===== src/rtl/divider_pkg.sv =====
// Shared types and defaults for the sequential non-restoring divider.
package divider_pkg;

    typedef enum logic [1:0] {
        IDLE = 2'd0,
        RUN  = 2'd1,
        FIX  = 2'd2,
        ZERO = 2'd3
    } div_state_t;

    localparam int DEFAULT_WIDTH = 4;

endpackage


===== src/rtl/addsub_unit.sv =====
// W-bit adder/subtractor: y = a + b when sub=0, y = a + ~b + 1 when sub=1; carry out dropped.
module addsub_unit #(
    parameter int W = 5
) (
    input  logic [W-1:0] a,
    input  logic [W-1:0] b,
    input  logic         sub,
    output logic [W-1:0] y
);

    logic [W-1:0] b_x;
    logic [W-1:0] cin;

    assign b_x = b ^ {W{sub}};
    assign cin = {{(W-1){1'b0}}, sub};
    assign y   = a + b_x + cin;

endmodule


===== src/rtl/nonrestoring_divider.sv =====
// Multi-cycle unsigned non-restoring divider with start/done handshake and divide-by-zero flag.
module nonrestoring_divider
    import divider_pkg::*;
#(
    parameter int WIDTH = DEFAULT_WIDTH
) (
    input  logic             clk,
    input  logic             rst_n,
    input  logic             start,
    input  logic [WIDTH-1:0] dividend,
    input  logic [WIDTH-1:0] divisor,
    output logic             busy,
    output logic             done,
    output logic [WIDTH-1:0] quotient,
    output logic [WIDTH-1:0] remainder,
    output logic             div_by_zero
);

    localparam int CW = $clog2(WIDTH + 1);
    localparam logic [CW-1:0] LAST_ITER = CW'(WIDTH - 1);

    div_state_t       state_q, state_d;
    logic [WIDTH:0]   a_q, a_d;
    logic [WIDTH-1:0] q_q, q_d;
    logic [WIDTH-1:0] m_q, m_d;
    logic [CW-1:0]    cnt_q, cnt_d;
    logic             busy_q, busy_d;
    logic             done_q, done_d;
    logic [WIDTH-1:0] quot_q, quot_d;
    logic [WIDTH-1:0] rem_q, rem_d;
    logic             dbz_q, dbz_d;

    logic [WIDTH:0]   shifted_a;
    logic [WIDTH:0]   as_a;
    logic             as_sub;
    logic [WIDTH:0]   as_y;

    // The single add/sub is shared: RUN feeds the shifted remainder and steers by the old sign,
    // FIX feeds the unshifted remainder and always adds back.
    assign shifted_a = {a_q[WIDTH-1:0], q_q[WIDTH-1]};
    assign as_a      = (state_q == RUN) ? shifted_a : a_q;
    assign as_sub    = (state_q == RUN) && !a_q[WIDTH];

    addsub_unit #(.W(WIDTH + 1)) u_addsub (
        .a   (as_a),
        .b   ({1'b0, m_q}),
        .sub (as_sub),
        .y   (as_y)
    );

    always_comb begin
        state_d = state_q;
        a_d     = a_q;
        q_d     = q_q;
        m_d     = m_q;
        cnt_d   = cnt_q;
        busy_d  = busy_q;
        done_d  = 1'b0;
        quot_d  = quot_q;
        rem_d   = rem_q;
        dbz_d   = dbz_q;
        case (state_q)
            IDLE: begin
                if (start) begin
                    a_d     = '0;
                    q_d     = dividend;
                    m_d     = divisor;
                    cnt_d   = '0;
                    busy_d  = 1'b1;
                    state_d = (divisor == '0) ? ZERO : RUN;
                end
            end
            RUN: begin
                a_d   = as_y;
                q_d   = {q_q[WIDTH-2:0], ~as_y[WIDTH]};
                cnt_d = cnt_q + CW'(1);
                if (cnt_q == LAST_ITER) begin
                    state_d = FIX;
                end
            end
            FIX: begin
                if (a_q[WIDTH]) begin
                    a_d = as_y;
                end
                quot_d  = q_q;
                rem_d   = a_q[WIDTH] ? as_y[WIDTH-1:0] : a_q[WIDTH-1:0];
                dbz_d   = 1'b0;
                done_d  = 1'b1;
                busy_d  = 1'b0;
                state_d = IDLE;
            end
            ZERO: begin
                // Q still holds the captured dividend, which is reported as the remainder.
                quot_d  = '1;
                rem_d   = q_q;
                dbz_d   = 1'b1;
                done_d  = 1'b1;
                busy_d  = 1'b0;
                state_d = IDLE;
            end
            default: state_d = IDLE;
        endcase
    end

    always_ff @(posedge clk or negedge rst_n) begin
        if (!rst_n) begin
            state_q <= IDLE;
            a_q     <= '0;
            q_q     <= '0;
            m_q     <= '0;
            cnt_q   <= '0;
            busy_q  <= 1'b0;
            done_q  <= 1'b0;
            quot_q  <= '0;
            rem_q   <= '0;
            dbz_q   <= 1'b0;
        end else begin
            state_q <= state_d;
            a_q     <= a_d;
            q_q     <= q_d;
            m_q     <= m_d;
            cnt_q   <= cnt_d;
            busy_q  <= busy_d;
            done_q  <= done_d;
            quot_q  <= quot_d;
            rem_q   <= rem_d;
            dbz_q   <= dbz_d;
        end
    end

    assign busy        = busy_q;
    assign done        = done_q;
    assign quotient    = quot_q;
    assign remainder   = rem_q;
    assign div_by_zero = dbz_q;

endmodule


===== config.mk =====
export PLATFORM = sky130hd
export DESIGN_NAME = nonrestoring_divider
export DESIGN_NICKNAME = d
export VERILOG_FILES = /design/src/rtl/divider_pkg.sv /design/src/rtl/addsub_unit.sv /design/src/rtl/nonrestoring_divider.sv
export SDC_FILE = /design/constraint.sdc
export NUM_CORES = 1
export LEC_CHECK = 0
export CAP_MARGIN = 10
export CORE_MARGIN = 3
export CORE_UTILIZATION = 35
export DETAILED_ROUTE_END_ITERATION = 8
export SLEW_MARGIN = 10
export SYNTH_ARGS = -nofsm -noshare
export SYNTH_HDL_FRONTEND = slang
export SYNTH_SLANG_ARGS = --single-unit

===== constraint.sdc =====
create_clock -name clk -period 2.9 [get_ports clk]
set_input_delay 0.58 -clock clk [delete_from_list [all_inputs] [get_ports clk]]
set_output_delay 0.58 -clock clk [all_outputs]
set_load 0.02 [all_outputs]

==> impl_metrics.json <==
{
  "run_status": "finished clean",
  "wl_mm": 3.518,
  "worst_pin_slew_ns": 0.6054,
  "synth_nets": 190,
  "reg2reg_slack_ns": 0.27,
  "antenna_found_initial": 0,
  "fp.dieH_um": 75.01,
  "grt_pass1_wl_mm": 6.106,
  "grt_most_used_layer": "met2",
  "avgSynthCellArea_um2": 9.862,
  "powerDensity_mw_per_mm2": 1279,
  "use_met2_pct": 21.37,
  "placed_area_mm2": 0.001904,
  "crit_cells": 9,
  "synth_cells": 169,
  "clkSinkCount": 29,
  "grt_pass1_vias": 1329,
  "grt-ovfl-total": 0,
  "portBuffers": 21,
  "cts_tree": "built",
  "period_share_pct": 90.54,
  "max_freq_mhz": 380.8,
  "synth_compound_area_share_pct": 19.29,
  "synth_edf_count": 0,
  "irDropWorstVdd_uv": 429.6,
  "r2r_start": "state_q[1]",
  "critPathLaunchType": "flop",
  "synth_top_cell_by_area": "dfrtp_1",
  "drc": 0,
  "synth_top_family_by_area": "compound AO/OA/AOI/OAI gates",
  "cpMaxStageDelayCell": "dfrtp_1",
  "die_x_um": 75.01,
  "critPathArrivalTime_ns": 2.79,
  "vias": 1312,
  "synth-xor-area-share_pct": 4.204,
  "crit_path_end": "remainder[3]",
  "tns_ns": 0,
  "viasPerCell": 5.421,
  "seq_area_frac_synth_pct": 43.54,
  "crit_type": "reg -> reg",
  "clkSlewWorstSetupHoldPaths_ns": 0.07,
  "final_layout_size_suffix_gt1_share_pct": 10.53,
  "diodes": 0,
  "drtAntennaViolNets": 0,
  "cp_cell_sequence": "inv_1, ha_1, mux2_2, ha_1, or2_2, a21oi_1, a21oi_1, xor2_1, a221o_1",
  "drt-wirelength-per-cell_um": 14.54,
  "areaGrowthSynthToFinish_pct": 21.25,
  "drv_cap": 0,
  "worst_setup_path_end_kind": "flop",
  "crit_fanout": 10,
  "start_util_pct": 37.25,
  "final-max-slew-violation-count": 0,
  "post-route-min-period_ns": 2.626,
  "use_met3_pct": 4.139,
  "synthSimpleGateAreaFrac_pct": 13.66,
  "place_congestion": 0.8791,
  "cts_hold_buffers": 0,
  "synth_mux_area_share_pct": 5.931,
  "grt_setup_unrepaired": "no",
  "rows": 24,
  "worst_skew_pair.late_latency_ns": 0.28,
  "root_buffer": "clkbuf_8",
  "cts_resized": 0,
  "clock_path_buffers": 2,
  "synth_top_cell_area_share_pct": 43.54,
  "finalHoldViolations": 0,
  "coreArea_mm2": 0.004474,
  "relSlewSlack_pct": 59.64,
  "ys.flop_type": "dfrtp_1",
  "drt_iter0_drc": 86,
  "synth_area_leaders": "dfrtp_1 44%, ha_1 6.8%, mux2_2 4.7%",
  "slowest_delay_ns": 0.42,
  "leakage_nw": 0.8751,
  "cts_buffers": 5,
  "crit_path_start": "state_q[1]",
  "crit_family": "adder cells",
  "track_usage_pct": 14.08,
  "finalCoreUtilization_pct": 45.16,
  "synth_adder_area_share_pct": 7.958,
  "die-area_mm2": 0.005626,
  "crit_buf_inv": 1,
  "synthArstFlopShare_pct": 100.0,
  "hold_class": "reg -> reg",
  "yosysUniqueCellTypes": 42,
  "hpwl_mm": 2.645,
  "setup_viol": 0,
  "syn_area_mm2": 0.001667,
  "grt_max_degree": 30,
  "required_ns": 3.06,
  "htree_levels": 2,
  "nNetsFinal": 210,
  "reg2reg_depth": 9,
  "ys_ff_latch": 29,
  "cts_setup_buffers": 0,
  "yosysWarnings": 0,
  "grtUsageMet1_pct": 19.02,
  "fin_area_mm2": 0.002021,
  "finClkSkew_ns": 0.006960,
  "r2r_end": "remainder[3]",
  "dr.pass1.iters": 4,
  "io_pins": 22
}
sequential cells by signal, indices dropped and copies added (netlist names):
register / count
busy: 1
remainder: 4
done: 1
m_q: 4
q_q: 4
a_q: 5
quotient: 4
state_q: 2
cnt_q: 3
div_by_zero: 1
final cells by class:
type                       count  area (um2)
multi-input combinational    120       850.8
clock inverter                 1       30.03
clock buffer                   7       86.33
tap                           52       65.06
sequential                    29       725.7
fill                         427        2454
inverter                      10       37.54
timing repair buffer          23       225.2
stage by stage:
stage / cells / power (W) / worst slack (ns) / hold WS [ns]
global placement: 234 / 0.002129 / 0.3689 / 0.4693
floorplan: 169 / 0.001776 / 0.3471 / 0.2844
CTS: 242 / 0.002611 / 0.2583 / 0.4825
detailed placement: 234 / 0.002175 / 0.2869 / 0.4682
finish: 242 / 0.002585 / 0.2743 / 0.4755
global route: 242 / 0.002809 / 0.006277 / 0.5149
worst min path at each step:
stage / from / to / cells past startpoint
2_1_floorplan: rst_n / a_q[0] / 0
3_3_place_gp: div_by_zero / div_by_zero / 1
3_5_place_dp: div_by_zero / div_by_zero / 1
4_1_cts: div_by_zero / div_by_zero / 1
5_1_grt: quotient[2] / quotient[2] / 1
6_report: div_by_zero / div_by_zero / 1
logic make-up (layout without fill, tap and decap cells):
group           after synthesis  after routing
compound gates               49             49
xor+xnor                      8              8
fa+ha+maj                    10             10
buf+inv                      20             41
flops                        29             29
mux                           9              9
simple gates                 44             44
report_power, final:
group / total, W / leakage (nW) / switching, W / internal, W
clock network: 0.000427 / 0.0585 / 0.000147 / 0.000280
registers: 0.000764 / 0.354 / 0.000173 / 0.000591
logic: 0.00139 / 0.463 / 0.000731 / 0.000664
layer usage:
layer / vias up / part of all wire, % / wire [um]
li1: 636 / - / -
met1: 646 / 47 / 1659
met2: 27 / 48 / 1685
met3: 3 / 4.4 / 155
met4: 0 / 0.51 / 18
met5: - / 0 / 0
cell usage in the layout, fill, tap and decap left out, drive strengths merged, types with 7 or more instances in the layout:
cell type / Yosys / layout
mux2: 7 / 7
inv: 10 / 10
dfrtp: 29 / 29
o21ai: 11 / 11
a21oi: 12 / 12
clkdlybuf4s50: 0 / 21
ha: 9 / 9
nand2: 11 / 11
nor2: 11 / 11
clkbuf: 4 / 7
synthesized netlist by cell type (4+ instances only):
cell type  number
a211o_1         4
a21oi_1        12
and2_1          4
buf_2           4
dfrtp_1        29
ha_1            9
inv_1          10
mux2_2          7
nand2_1        11
nand2b_1        5
nor2_1         11
nor2b_1         4
o21ai_0        10
o22ai_1         6
xnor2_1         6
Note: power is estimated with default switching activity, not from simulation.
